==> src/rtl/mem_access_ctrl.sv <==
// mem_access_ctrl: sequences a single CPU load/store into the byte-addressed
// data RAM. Flow: IDLE accepts the request, ISSUE drives the RAM for one
// cycle, and RESP returns the RAM's registered read data with a one-cycle
// completion pulse. A misaligned access never reaches the RAM. It completes
// with resp_misalign set and zero read data.
module mem_access_ctrl #(
  parameter int ADDR_W = 11,
  parameter int XLEN   = 64
) (
  input  logic              clk,
  input  logic              rst,
  input  logic              req_valid,
  input  logic [31:0]       req_inst,
  input  logic [XLEN-1:0]   req_addr,
  input  logic [XLEN-1:0]   req_wdata,
  output logic              req_ready,
  output logic              stall,
  output logic              resp_valid,
  output logic [XLEN-1:0]   resp_rdata,
  output logic              resp_misalign,
  output logic              ram_we,
  output logic [31:0]       ram_inst,
  output logic [ADDR_W-1:0] ram_addr,
  output logic [XLEN-1:0]   ram_wdata,
  input  logic [XLEN-1:0]   ram_rdata
);

  localparam logic [6:0] OP_LOAD  = 7'b0000011;
  localparam logic [6:0] OP_STORE = 7'b0100011;

  typedef enum logic [1:0] {
    IDLE  = 2'd0,
    ISSUE = 2'd1,
    RESP  = 2'd2
  } state_t;

  state_t              state;
  logic [31:0]         inst_q;
  logic [ADDR_W-1:0]   addr_q;
  logic [XLEN-1:0]     wdata_q;
  logic                misalign_q;

  logic                req_is_mem;
  logic                req_misalign;
  logic                is_load_q;
  logic                is_store_q;

  // The RAM only sees the low ADDR_W address bits. The rest are dropped
  // silently, and no range fault is raised.
  logic unused_addr_hi;
  assign unused_addr_hi = ^req_addr[XLEN-1:ADDR_W];

  assign req_is_mem = (req_inst[6:0] == OP_LOAD) || (req_inst[6:0] == OP_STORE);
  assign is_load_q  = (inst_q[6:0] == OP_LOAD);
  assign is_store_q = (inst_q[6:0] == OP_STORE);

  // Misalignment check for the incoming request. The access size comes from
  // funct3[1:0]. Only a load or store can be misaligned.
  always_comb begin
    // NOTE: every always_comb output gets a default first, so no path can
    // leave it unassigned and infer a latch.
    req_misalign = 1'b0;
    unique case (req_inst[13:12])
      2'b00: req_misalign = 1'b0;
      2'b01: req_misalign = req_addr[0];
      2'b10: req_misalign = |req_addr[1:0];
      2'b11: req_misalign = |req_addr[2:0];
      default: req_misalign = 1'b0;
    endcase
    if (!req_is_mem) req_misalign = 1'b0;
  end

  // Request FSM. Accept in IDLE, drive the RAM in ISSUE, complete in RESP.
  // A synchronous reset returns the FSM to IDLE and clears the latches.
  always_ff @(posedge clk) begin
    // NOTE: state registers use non-blocking assignments, so every register
    // in this block sees the values from before the edge.
    if (rst) begin
      state      <= IDLE;
      inst_q     <= '0;
      addr_q     <= '0;
      wdata_q    <= '0;
      misalign_q <= 1'b0;
    end else begin
      unique case (state)
        IDLE: begin
          if (req_valid) begin
            inst_q     <= req_inst;
            addr_q     <= req_addr[ADDR_W-1:0];
            wdata_q    <= req_wdata;
            misalign_q <= req_misalign;
            state      <= ISSUE;
          end
        end
        ISSUE:   state <= RESP;
        RESP:    state <= IDLE;
        default: state <= IDLE;
      endcase
    end
  end

  // Output decode from state. The RAM bus is zero outside ISSUE, so the RAM
  // sees funct3=000 and its reads stay harmless. ram_we also depends on rst,
  // which blocks a partial write during a reset cycle.
  always_comb begin
    req_ready     = 1'b0;
    resp_valid    = 1'b0;
    resp_rdata    = '0;
    resp_misalign = 1'b0;
    ram_we        = 1'b0;
    ram_inst      = '0;
    ram_addr      = '0;
    ram_wdata     = '0;
    unique case (state)
      IDLE: req_ready = 1'b1;
      ISSUE: begin
        ram_inst  = inst_q;
        ram_addr  = addr_q;
        ram_wdata = wdata_q;
        ram_we    = is_store_q && !misalign_q && !rst;
      end
      RESP: begin
        resp_valid    = 1'b1;
        resp_misalign = misalign_q;
        if (is_load_q && !misalign_q) resp_rdata = ram_rdata;
      end
      default: req_ready = 1'b0;
    endcase
  end

  // Stall drops in the RESP cycle, so the CPU advances exactly then.
  assign stall = req_valid & ~resp_valid;

endmodule

==> config.mk <==
export PLATFORM = sky130hd
export DESIGN_NAME = mem_access_ctrl
export DESIGN_NICKNAME = d
export VERILOG_FILES = /design/src/rtl/mem_access_ctrl.sv
export SDC_FILE = /design/constraint.sdc
export NUM_CORES = 1
export LEC_CHECK = 0
export ABC_AREA = 1
export BUFFER_PORTS_ARGS = -buffer_cell sky130_fd_sc_hd__buf_4
export CELL_PAD_IN_SITES_DETAIL_PLACEMENT = 1
export CELL_PAD_IN_SITES_GLOBAL_PLACEMENT = 2
export CORE_MARGIN = 4
export CORE_UTILIZATION = 17
export CTS_BUF_LIST = sky130_fd_sc_hd__clkbuf_8
export DETAILED_ROUTE_END_ITERATION = 10
export PLACE_DENSITY = 0.79
export SYNTH_ARGS = -nofsm -noshare
export SYNTH_HDL_FRONTEND = slang
export SYNTH_SLANG_ARGS = --single-unit
==> constraint.sdc <==
create_clock -name clk -period 1.3 [get_ports clk]
set_input_delay 0.26 -clock clk [delete_from_list [all_inputs] [get_ports clk]]
set_output_delay 0.26 -clock clk [all_outputs]
set_load 0.05 [all_outputs]
==> impl_metrics.csv <==
group,metric,value,unit
hold_path,worstHoldStart,"rst",
drt,post_drt_via_cell_ratio,4.24,
drt,drc,0,
placed_design,dpl_worst_slack,-0.343,ns
drt,dr_total_vias,6669,
finish,final_util,42.8,%
clocking,postCtsHoldBufs,0,
timing,fin_skew,0.0213,ns
yosys,syn_nets,987,
yosys,synth_compound_area_share,21.2,%
global_route,antenna_found_initial,3,
drt,wl_per_cell,19.0,um
clocking,cts-htree-levels,3,
clocking,numCtsBuffers,9,
power_and_ir_drop,p_leak,4.97,nW
run,cap_violations,0,
timing,rsz0062_at_grt,"true",
clocking,insertion_delay,0.40,ns
power_and_ir_drop,p_sw_share,34.9,%
finish,final_common_cell,"buf_4",
setup_path,crit_type,"register to primary output",
yosys,synthCells,760,
yosys,synthAdderAreaFrac,0,%
die,die_w,181,um
yosys,synth_top_family_by_area,"compound AO/OA/AOI/OAI gates",
finish,multi_input_area,3390,um^2
setup_path,cp.required,1.04,ns
global_route,grt-ovfl-total,0,
setup_path,critPathCaptureType,"primary output",
finish,nNetsFinal,1412,
power_and_ir_drop,power.share.clock,22.5,%
power_and_ir_drop,p_int,6.05,mW
timing,setup_viol_count_final,285,
finish,num_antenna_cells,0,
drt,drtIter0Drc,165,
power_and_ir_drop,pwr_density_cell,747,nW/um^2
setup_path,rr_startpoint,"state[0]",
drt,final_antenna_net_count,0,
run_status,violations,"setup timing",
clocking,cts_sinks,110,
drt,totalWireLength,30000,um
global_route,grt_max_degree,61,
clocking,cts_buffer_depth,2,
yosys,synth.mux.area_fraction,0,%
die,die_h,181,um
yosys,synth.avg_cell_area,6.67,um^2
finish,final_cell_mix,"205 x buf_4, 144 x nor2_4, 126 x buf_6",
die,die_area,32600,um^2
finish,nFillCells,3278,
die,core_area,29000,um^2
power_and_ir_drop,p_comb_share,37.2,%
die,start_util,17.5,%
timing,relSlewSlack,78.7,%
yosys,synth-seq-area-share,43.5,%
power_and_ir_drop,p_sw,3.24,mW
finish,regArea,2210,um^2
power_and_ir_drop,vdd_drop_max,0.404,mV
global_route,grt_pass1_vias,7289,
yosys,synthSimpleGateAreaFrac,19.7,%
timing,hold_viol,0,
placed_design,dp_hpwl,18900,um
timing,fmax,493,MHz
setup_path,cp-start-kind,"register",
run_status,status,"finished, violations left",
setup_path,arrival,1.77,ns
clocking,ctsRootBufferMaster,"clkbuf_8",
timing,period_share,156,%
finish,drive_above_1_share,59.9,%
timing,fin_ws,-0.730,ns
yosys,yosys_warnings,0,
timing,finalMaxSlewViolations,0,
global_route,grt_pass1_wl,45000,um
hold_path,hp-class,"input port to register",
setup_path,crit_path_max_fanout,5,
power_and_ir_drop,p_seq_share,40.2,%
placed_design,numPortBuffers,349,
setup_path,startpoint,"state[1]",
global_route,gr-usage-all-layers,17.7,%
clocking,cts_tree,"done",
timing,worst_pin_slew,0.320,ns
timing,min_period,2.03,ns
yosys,synth_seq_cells,110,
die,ioPinCount,403,
clocking,clk_pin_slew,0.11,ns
die,placementRows,62,
yosys,synth_xor_area_share,0,%
power_and_ir_drop,power,9.29,mW
drt,dr.pass1.iters,4,
finish,syn_to_final_growth,145,%
placed_design,place.gp.congestion,0.869,
yosys,syn_area,5070,um^2
yosys,synthDistinctLibCells,19,
[metal layers]
metal	vias up	wire (um)	track usage, %
li1	3225	-	-
met1	3166	11400	20.2
met2	248	15800	32.5
met3	24	2270	5.71
met4	6	420	3.39
met5	-	41	0
[flip-flops by register name, indices dropped and copies added (netlist names)]
register    cells
addr_q         11
wdata_q        64
inst_q         32
misalign_q      1
state           2
[critical path, stage by stage, from the launching register on]
cell     delay [ns]
dfxtp_2        0.39
inv_2          0.05
nor2_4         0.09
buf_12         0.14
buf_12         0.12
buf_6          0.10
buf_16         0.11
nand2_1        0.06
nor2_2         0.13
buf_6          0.17
[power by group through the flow]
| stage | registers, mW | logic, mW | clock network, mW |
|---|---|---|---|
| 2_1_floorplan | 3.79 | 1.38 | 0 |
| 3_3_place_gp | 3.80 | 2.25 | 0 |
| 3_5_place_dp | 3.81 | 2.28 | 0 |
| 4_1_cts | 3.74 | 3.40 | 2.21 |
| 5_1_grt | 3.77 | 3.69 | 2.35 |
| 6_report | 3.74 | 3.46 | 2.09 |
[final timing paths]
check | to | slack, ns | cells past startpoint
hold / removal | state[1] | 0.05 | 2
setup reg to reg | wdata_q[2] | -0.43 | 10
hold reg to reg | addr_q[8] | 0.48 | 2
setup / recovery | resp_rdata[33] | -0.73 | 9
[stage by stage]
stage          setup TNS [ns]  area (um^2)  hold WS [ns]  cells
2_1_floorplan          -58.35         6030         0.325    760
3_5_place_dp           -48.13         9320         0.446   1490
5_1_grt               -169.09        12400        0.0204   1573
4_1_cts               -139.85        12100        0.0180   1568
3_3_place_gp           -41.99         9320         0.439   1490
6_report              -145.26        12400        0.0485   1573
[cell usage after synthesis, drive strengths merged]
master | n | share of area [%]
nor2 | 180 | 13
o21ai | 107 | 11
nand4 | 1 | 0.12
nor3 | 2 | 0.20
a21oi | 108 | 11
dfxtp | 110 | 43
and3 | 1 | 0.12
buf | 37 | 5.4
clkbuf | 21 | 1.6
inv | 116 | 8.6
nand2 | 75 | 5.7
nand3 | 2 | 0.20
[final cells by class]
cell class / count / area share [%]
multi-input combinational: 476 / 27.3
clock buffer: 9 / 0.997
timing repair buffer: 470 / 45.8
timing repair inverter: 2 / 0.221
tap: 384 / 3.87
clock inverter: 6 / 0.463
sequential: 110 / 17.8
inverter: 116 / 3.63
[cell families after synthesis]
family / count (synthesis)
simple gates: 261
buf+inv: 174
compound gates: 215
flops: 110
[repair_timing]
action	in CTS	in global routing
setup endpoints to repair	284	285
gates resized for setup	399	68
setup buffers	31	4
cloned	32	2
pin swaps	14	5
No activity file was read; power rests on OpenSTA's default activity.
